[src/rtl/timer_pkg.sv]
// timer_pkg
// Shared definitions for the period timer controller: register addresses,
// CTRL/STATUS bit positions, FSM state encoding and the selector period
// table that the timer itself also uses.
//
// CTRL layout:   [0] enable  [1] mode (0 one-shot, 1 periodic)
//                [4:2] period selector  [5] irq_en (needs DATA_W > 5)
// STATUS layout: [0] pending [1] running [2] overrun (write 1 to clear)
package timer_pkg;

    localparam logic [1:0] ADDR_CTRL    = 2'd0;
    localparam logic [1:0] ADDR_TARGET  = 2'd1;
    localparam logic [1:0] ADDR_STATUS  = 2'd2;
    localparam logic [1:0] ADDR_CAPTURE = 2'd3;

    localparam int CTRL_ENABLE  = 0;
    localparam int CTRL_MODE    = 1;
    localparam int CTRL_SEL_LSB = 2;
    localparam int CTRL_SEL_MSB = 4;
    localparam int CTRL_IRQ_EN  = 5;

    localparam int STAT_PENDING = 0;
    localparam int STAT_RUNNING = 1;
    localparam int STAT_OVERRUN = 2;

    typedef enum logic [1:0] {
        IDLE = 2'd0,
        ARM  = 2'd1,
        RUN  = 2'd2,
        FIRE = 2'd3
    } timerState_e;

    // Timer period in clock cycles for each selector code.
    function automatic logic [15:0] selPeriod(input logic [2:0] sel);
        logic [15:0] period;
        case (sel)
            3'd0:    period = 16'd16;
            3'd1:    period = 16'd32;
            3'd2:    period = 16'd64;
            3'd3:    period = 16'd128;
            3'd4:    period = 16'd256;
            3'd5:    period = 16'd512;
            3'd6:    period = 16'd1024;
            default: period = 16'd2048;
        endcase
        return period;
    endfunction

endpackage

[src/rtl/timer_edge_det.sv]
// timer_edge_det
// One-cycle rising-edge detector: a level held high for several cycles
// yields exactly one pulse on the first cycle it is seen high.
//
// Ports:
//   clock  - system clock, rising edge
//   reset  - asynchronous, active-low reset
//   sig_i  - level input (timer expiry)
//   rise_o - high for the cycle in which sig_i is high but was low before
module timer_edge_det (
    input  logic clock,
    input  logic reset,
    input  logic sig_i,
    output logic rise_o
);

    logic sig_q;

    // Remember last cycle's level of the input.
    always_ff @(posedge clock or negedge reset) begin
        if (!reset) begin
            sig_q <= 1'b0;
        end else begin
            sig_q <= sig_i;
        end
    end

    assign rise_o = sig_i & ~sig_q;

endmodule

[src/rtl/timer_ctrl.sv]
// timer_ctrl
// CPU-facing controller for the period timer. Holds CTRL/TARGET/STATUS
// registers, drives the timer's reset/enable/selector, counts timer tick
// pulses up to TARGET+1 and raises a maskable interrupt with a
// pending/acknowledge handshake. One-shot and periodic modes.
//
// Ports:
//   clock, reset        - system clock; asynchronous active-low reset
//   we, addr, wdata     - register write strobe, register select, write data
//   rdata               - combinational read data for addr
//   irq_ack, irq        - interrupt acknowledge in, masked interrupt out
//   tmr_tick            - timer expiry level from the timer
//   tmr_reset           - active-high reset to the timer
//   tmr_active          - timer count enable
//   tmr_selector        - timer period select
//
// Build option: define TIMER_CTRL_CAPTURE_EN to add the CAPTURE register
// (count of total fires, readable at address 3). Without it address 3
// reads zero.
module timer_ctrl
    import timer_pkg::*;
#(
    parameter int CNT_W  = 8,
    parameter int DATA_W = 8
) (
    input  logic              clock,
    input  logic              reset,
    input  logic              we,
    input  logic [1:0]        addr,
    input  logic [DATA_W-1:0] wdata,
    output logic [DATA_W-1:0] rdata,
    input  logic              irq_ack,
    output logic              irq,
    input  logic              tmr_tick,
    output logic              tmr_reset,
    output logic              tmr_active,
    output logic [2:0]        tmr_selector
);

    timerState_e      state_q, state_d;
    logic             enable_q, enable_d;
    logic             mode_q, mode_d;
    logic             irqEn_q, irqEn_d;
    logic [2:0]       sel_q, sel_d;
    logic [CNT_W-1:0] target_q, target_d;
    logic [CNT_W-1:0] tickCnt_q, tickCnt_d;
    logic             pending_q, pending_d;
    logic             overrun_q, overrun_d;

    logic             tickEvt;
    logic             ctrlWr, targetWr, statusWr;
    logic [5:0]       wdataLo;
    logic             wrEnable, wrMode, wrIrqEn;
    logic [2:0]       wrSel;
    logic             cfgChange;
    logic             running;
    logic [5:0]       ctrlBits;

    timer_edge_det uEdgeDet (
        .clock  (clock),
        .reset  (reset),
        .sig_i  (tmr_tick),
        .rise_o (tickEvt)
    );

    assign ctrlWr   = we && (addr == ADDR_CTRL);
    assign targetWr = we && (addr == ADDR_TARGET);
    assign statusWr = we && (addr == ADDR_STATUS);

    // The control fields live in the low six bits; resizing first keeps the
    // indexing legal when DATA_W is only 5. With no room for irq_en the
    // interrupt is left permanently unmasked.
    assign wdataLo   = 6'(wdata);
    assign wrEnable  = wdataLo[CTRL_ENABLE];
    assign wrMode    = wdataLo[CTRL_MODE];
    assign wrSel     = wdataLo[CTRL_SEL_MSB:CTRL_SEL_LSB];
    assign wrIrqEn   = (DATA_W > CTRL_IRQ_EN) ? wdataLo[CTRL_IRQ_EN] : 1'b1;
    assign cfgChange = (wrSel != sel_q) || (wrMode != mode_q);

    // FSM state register.
    always_ff @(posedge clock or negedge reset) begin
        if (!reset) begin
            state_q <= IDLE;
        end else begin
            state_q <= state_d;
        end
    end

    // Next-state logic. A CTRL write overrides the normal sequence: clearing
    // enable always stops, and a new mode/selector restarts through ARM. A
    // one-shot FIRE that is re-enabled in the same cycle also restarts,
    // so the FSM agrees with the enable bit the write leaves behind.
    always_comb begin
        state_d = state_q;
        case (state_q)
            IDLE: state_d = IDLE;
            ARM:  state_d = RUN;
            RUN:  if (tickEvt && (tickCnt_q == target_q)) state_d = FIRE;
            FIRE: state_d = mode_q ? RUN : IDLE;
            default: state_d = IDLE;
        endcase
        if (ctrlWr) begin
            if (!wrEnable) begin
                state_d = IDLE;
            end else if ((state_q == IDLE) || cfgChange ||
                         ((state_q == FIRE) && !mode_q)) begin
                state_d = ARM;
            end
        end
    end

    // FSM outputs. The timer is held in reset while idle or arming and keeps
    // counting through FIRE so periodic mode loses no time.
    always_comb begin
        tmr_reset  = 1'b0;
        tmr_active = 1'b0;
        running    = 1'b1;
        case (state_q)
            IDLE: begin
                tmr_reset = 1'b1;
                running   = 1'b0;
            end
            ARM:     tmr_reset  = 1'b1;
            RUN:     tmr_active = 1'b1;
            FIRE:    tmr_active = 1'b1;
            default: tmr_reset  = 1'b1;
        endcase
    end

    // Register next-state logic. FIRE beats a simultaneous acknowledge, and
    // an acknowledge in the FIRE cycle suppresses the overrun flag.
    always_comb begin
        enable_d  = enable_q;
        mode_d    = mode_q;
        sel_d     = sel_q;
        irqEn_d   = irqEn_q;
        target_d  = target_q;
        tickCnt_d = tickCnt_q;
        pending_d = pending_q;
        overrun_d = overrun_q;

        if (ctrlWr) begin
            enable_d = wrEnable;
            mode_d   = wrMode;
            sel_d    = wrSel;
            irqEn_d  = wrIrqEn;
        end else if ((state_q == FIRE) && !mode_q) begin
            enable_d = 1'b0;
        end

        if (targetWr) begin
            target_d = CNT_W'(wdata);
        end

        case (state_q)
            ARM: tickCnt_d = '0;
            RUN: if (tickEvt && (tickCnt_q != target_q)) tickCnt_d = tickCnt_q + CNT_W'(1);
            FIRE: if (mode_q) tickCnt_d = '0;
            default: tickCnt_d = tickCnt_q;
        endcase

        if (state_q == FIRE) begin
            pending_d = 1'b1;
        end else if (irq_ack) begin
            pending_d = 1'b0;
        end

        if (statusWr && wdataLo[STAT_OVERRUN]) begin
            overrun_d = 1'b0;
        end
        if ((state_q == FIRE) && pending_q && !irq_ack) begin
            overrun_d = 1'b1;
        end
    end

    // Register storage.
    always_ff @(posedge clock or negedge reset) begin
        if (!reset) begin
            enable_q  <= 1'b0;
            mode_q    <= 1'b0;
            sel_q     <= 3'd0;
            irqEn_q   <= 1'b0;
            target_q  <= '0;
            tickCnt_q <= '0;
            pending_q <= 1'b0;
            overrun_q <= 1'b0;
        end else begin
            enable_q  <= enable_d;
            mode_q    <= mode_d;
            sel_q     <= sel_d;
            irqEn_q   <= irqEn_d;
            target_q  <= target_d;
            tickCnt_q <= tickCnt_d;
            pending_q <= pending_d;
            overrun_q <= overrun_d;
        end
    end

`ifdef TIMER_CTRL_CAPTURE_EN
    // CAPTURE always equals the running fire count, so one counter serves
    // as both the free-running count and its latched copy.
    logic [CNT_W-1:0] capture_q;

    always_ff @(posedge clock or negedge reset) begin
        if (!reset) begin
            capture_q <= '0;
        end else if (state_q == FIRE) begin
            capture_q <= capture_q + CNT_W'(1);
        end
    end
`endif

    assign ctrlBits     = {irqEn_q, sel_q, mode_q, enable_q};
    assign irq          = pending_q & irqEn_q;
    assign tmr_selector = sel_q;

    // Combinational read mux.
    always_comb begin
        rdata = '0;
        case (addr)
            ADDR_CTRL:   rdata = DATA_W'(ctrlBits);
            ADDR_TARGET: rdata = DATA_W'(target_q);
            ADDR_STATUS: rdata = DATA_W'({overrun_q, running, pending_q});
`ifdef TIMER_CTRL_CAPTURE_EN
            ADDR_CAPTURE: rdata = DATA_W'(capture_q);
`else
            ADDR_CAPTURE: rdata = '0;
`endif
            default:     rdata = '0;
        endcase
    end

endmodule

[config.mk]
export PLATFORM = sky130hd
export DESIGN_NAME = timer_ctrl
export DESIGN_NICKNAME = d
export VERILOG_FILES = /design/src/rtl/timer_pkg.sv /design/src/rtl/timer_edge_det.sv /design/src/rtl/timer_ctrl.sv
export SDC_FILE = /design/constraint.sdc
export NUM_CORES = 1
export LEC_CHECK = 0
export CORE_ASPECT_RATIO = 1.5
export CORE_MARGIN = 1
export CORE_UTILIZATION = 30
export CTS_CLUSTER_SIZE = 40
export DETAILED_ROUTE_END_ITERATION = 6
export SYNTH_ARGS = -nofsm -noshare
export SYNTH_HDL_FRONTEND = slang
export SYNTH_SLANG_ARGS = --single-unit
[constraint.sdc]
create_clock -name clock -period 2.3 [get_ports clock]
set_clock_uncertainty 0.15 [all_clocks]
set_input_delay 0.69 -clock clock [delete_from_list [all_inputs] [get_ports clock]]
set_output_delay 0.69 -clock clock [all_outputs]
set_load 0.01 [all_outputs]
# After elaboration in Yosys (flattened, before gate mapping)
# Index checks and enable logic that the tools add are counted.
# Widths: inputs -> output; s select.
# totals
regBits	27
input_bits	15
# op_classes
n_addsub	1
eq_ne	12
mux	19
bitwise_logic	3
reduce_logical	23
# ops
cell	n
$pmux 8 s4	1
$pmux 8 s3	1
$mux 8	2
$mux 2	5
$logic_and 1x1->1	9
$mux 1	9
$add 8x1->8 const B	1
$eq 2x2->1 const B	4
$eq 8x8->1	1
$ne 8x8->1	1
$pmux 2 s4	1
$reduce_bool 2->1	3
$eq 2x1->1 const B	2
$logic_not 2->1	2
$ne 2x2->1 const B	2
$reduce_or 2->1	2
$logic_or 1x1->1	3
$ne 3x3->1	1
$reduce_and 3->1	1
$reduce_bool 3->1	1
$and 1x1->1	2
$logic_not 1->1	2
$ne 1x1->1	1
$not 1->1	1

# Longest topological paths before layout
# logic_depth
depth_word	8
depth_mapped	6
ltp_nobuf	5

# Modules after synthesis
# From an unflattened synthesis, not the netlist that was laid out.
# unflattened
hier_cells	161
area_unflattened_um2	1616.6
# modules_own_cells
module	n_inst	cells_each	area_each_um2	seq_area_each_um2
timer_ctrl	1	159	1577.8	650.6
timer_edge_det	1	2	38.8	25.0

# Worst setup path before layout
# No wires, ideal clock.
# synth_timing
path_type	input-to-output
start	in addr[1]
end	out rdata[1]
arrival_time_ps	1408
slack_ps	52
cell_stages	3
n_path_buf	1
path_cell_list	clkbuf_1 o21ai_0 o21ai_0
# synth_between
elab_chain_len	2
# synth_rtl
element	line	source
from (decl)	timer_ctrl.sv:29	input logic [1:0] addr,
$eq 2x2->1, or another cell as far along	timer_ctrl.sv:220	case (addr)
$pmux 8 s4 (*)	timer_ctrl.sv:220	
to (decl)	timer_ctrl.sv:31	output logic [DATA_W-1:0] rdata,
# Every way passes the cells marked *; elsewhere a longest branch is shown, timed or not.

# Worst setup path in the final report
# layout_timing
start	reg state_q[1]
end	out tmr_reset
# layout_between
elab_chain_len	3
# layout_rtl
element	line	source
from (decl)	timer_ctrl.sv:40	timerState_e state_q, state_d;
from (signal assigned)	timer_ctrl.sv:85	state_q <= state_d;
$eq 2x1->1 / $logic_not 2->1 (equally long branches)	timer_ctrl.sv:118	case (state_q)
$reduce_or 2->1 (no line) (*)	--	
$mux 1 (*)	timer_ctrl.sv:118	
to (decl)	timer_ctrl.sv:35	output logic tmr_reset,
# Marked as above.

==> reports/metrics.cfg <==
[route]
wl_per_cell_um = 14.1
first_pass_iters = 4
drt-total-wl_mm = 3.86
vias_per_cell = 4.95
drt-initial-drc-count = 18
postRouteAntennaNets = 0
num_vias = 1357
drc = 0

[floorplanning]
start_util_pct = 31.4
io_pins = 29
coreArea_um2 = 5160
die_h_um = 92.0
die_x_um = 62.0
dieArea_um2 = 5710
rows = 32

[grt]
grt_overflow = 0
grt_pass1_wl_mm = 6.78
grt_max_degree = 28
grt.total_usage_pct = 15.8
grt_pass1_vias = 1456
antenna_found_initial = 0

[clock_tree]
clk_pin_slew_ps = 90
clk_path_buf_depth = 2
cts_num_sinks = 27
clk_latency_ps = 270
cts_hold_buf = 0
numCtsBuffers = 3
htree_levels = 1
root_buffer = clkbuf_8
cts_tree = done

[setup_path]
end_kind = primary output
reg2reg_from = tickCnt_q[2]
r2r-end = tickCnt_q[5]
crit_type = reg -> out
crit_fanout = 6
path_buf_inv = 3
cp_cell_sequence = buf_4 > inv_1 > clkdlybuf4s50_1
ff2ff_path_depth = 4
cpLargestDelayFamily = buffers and inverters
cp.arrival_ps = 1380
rrSetupSlack_ps = 610
max_stage_delay_ps = 520
required_ps = 1460
slowest_stage = clkdlybuf4s50_1
startpoint_type = flop

[synthesis]
yosysUniqueCellTypes = 37
yosysMostFrequentCell = dfrtp_1
syn_area_um2 = 1620
synthesis.nets = 180
synth_edf_count = 0
synth_common_cells = 27 x dfrtp_1, 26 x nand2_1, 13 x mux2_2, 10 x xnor2_1, 9 x o211ai_1
async_flop_share_pct = 100
synth_cells = 164
ys_ff_latch = 27
yosys.area.top_type = dfrtp_1
ys_top_cells_by_area = dfrtp_1 42%, mux2_2 9.0%, nand2_1 6.0%
yosys.area.top_type_share_pct = 41.7
synth_ff_type = dfrtp_1
postSynthAreaPerCell_um2 = 9.88
ys_warn_count = 0
yosysSeqAreaShare_pct = 41.7

[run_status]
run_status = finished clean

[sta]
finalCriticalPeriod_ps = 2220
rsz0062_at_grt = no
fin_tns_setup_ps = 0
slew_headroom_pct = 69.1
worst_pin_slew_ps = 463
hold_violations = 0
setup_viol = 0
fmax_mhz = 451
hold-worst-slack_ps = 391
post-route-period-util_pct = 96.4
finalMaxSlewViolations = 0

[power_and_ir_drop]
ir_drop_mv = 0.373
p_total_mw = 1.36
leakage_nw = 0.847
power-per-cell-area_nw_per_um2 = 659

[layout]
num_antenna_cells = 0
syn_to_final_growth_pct = 27.5
post-route-util_pct = 40.0
nNetsFinal = 223
drive_above_1_share_pct = 25.2

[hold_path]
min_to = irqEn_q
hold_start = irqEn_q
holdPathStages = 1
hp-class = reg -> reg

[placed_design]
dpl.hpwl_mm = 3.01
port_buffers = 28
routabilityCongestion = 0.865

[run]
max-cap-violations = 0

[worst register-to-register path, delay by kind of cell, from the launching register on]
family                    cells  cell delay (ps)
xor gates and xnor gates      1              190
and+or+nand+nor               1              260
DFF                           1              500
AOI/OAI and AO/OA             2              510
[state kept, by name (all words and copies together), names as in the netlist]
signal	cells
enable_q	1
tmr_selector	3
irqEn_q	1
tickCnt_q	8
target_q	8
uEdgeDet.sig_q	1
state_q	2
pending_q	1
mode_q	1
overrun_q	1
[cell families after synthesis]
| kind of cell | after synthesis | share of synthesized area [%] |
|---|---|---|
| AO/OA/AOI/OAI | 35 | 15.8 |
| XOR/XNOR | 11 | 5.95 |
| adder cells (fa/ha/maj) | 1 | 0.772 |
| buffers and inverters | 12 | 5.17 |
| flip-flops | 27 | 41.7 |
| multiplexers | 18 | 12.1 |
| AND/OR/NAND/NOR | 60 | 18.5 |
[power breakdown]
part           total (mW)  leakage [nW]  switching, mW  internal (mW)
sequential          0.645         0.341         0.0945          0.551
clock               0.274        0.0228          0.150          0.124
combinational       0.442         0.484          0.208          0.233
total                1.36         0.847          0.453          0.908
[metrics by stage]
step | instances | area [um^2] | worst slack, ps
after floorplan | 164 | 1620 | 52.4
after global placement | 269 | 2050 | -673
after detailed placement | 269 | 2050 | -686
after CTS | 274 | 2080 | 10.2
after global routing | 274 | 2070 | 25.7
final | 274 | 2070 | 82.0
[routing by layer]
layer / GRT usage, % / routed length (um) / vias up
met3: 2.26 / 99 / 8
met5: 0 / 0 / -
met4: 5.00 / 61 / 0
met1: 17.8 / 1530 / 643
met2: 28.8 / 2160 / 28
li1: - / - / 678
[cell usage in the layout, fill, tap and decap left out, types with 2 or more instances in the layout]
cell type,instances
nand2b_1,2
buf_4,17
o21ai_0,4
clkdlybuf4s50_1,18
a2111o_1,5
a211oi_1,2
mux2i_1,5
inv_1,2
o211ai_1,9
xnor2_1,10
a21oi_1,7
nand2_1,26
nand3_1,2
nor2_1,7
dfrtp_1,27
buf_2,9
buf_6,2
and4_4,2
o21ai_1,2
and2_1,5
nor3_1,3
mux2_2,13
nor2_2,2
nand4_1,6
clkbuf_8,3
[final cells by class]
cell class | count | area (um^2)
Sequential cell | 27 | 676
Clock buffer | 4 | 45.0
Multi-Input combinational cell | 125 | 868
Inverter | 3 | 11.3
Fill cell | 513 | 3100
Tap cell | 68 | 85.1
Timing Repair Buffer | 47 | 380
[how the worst max path moves through the flow]
stage / slack [ps] / start / cells past startpoint / to
finish: 80 / state_q[1] / 3 / tmr_reset
global route: 30 / addr[1] / 5 / rdata[2]
CTS: 10 / addr[0] / 5 / rdata[0]
detailed placement: -690 / addr[0] / 6 / rdata[1]
global placement: -670 / addr[0] / 6 / rdata[1]
floorplan: 50 / addr[1] / 3 / rdata[1]
[timing repair]
action / 4_1_cts / 5_1_grt
pin swaps: 0 / 0
resized for setup: 42 / 3
buffers inserted: 1 / 0
setup endpoints to repair: 8 / 7
(Power assumes the default switching activity.)
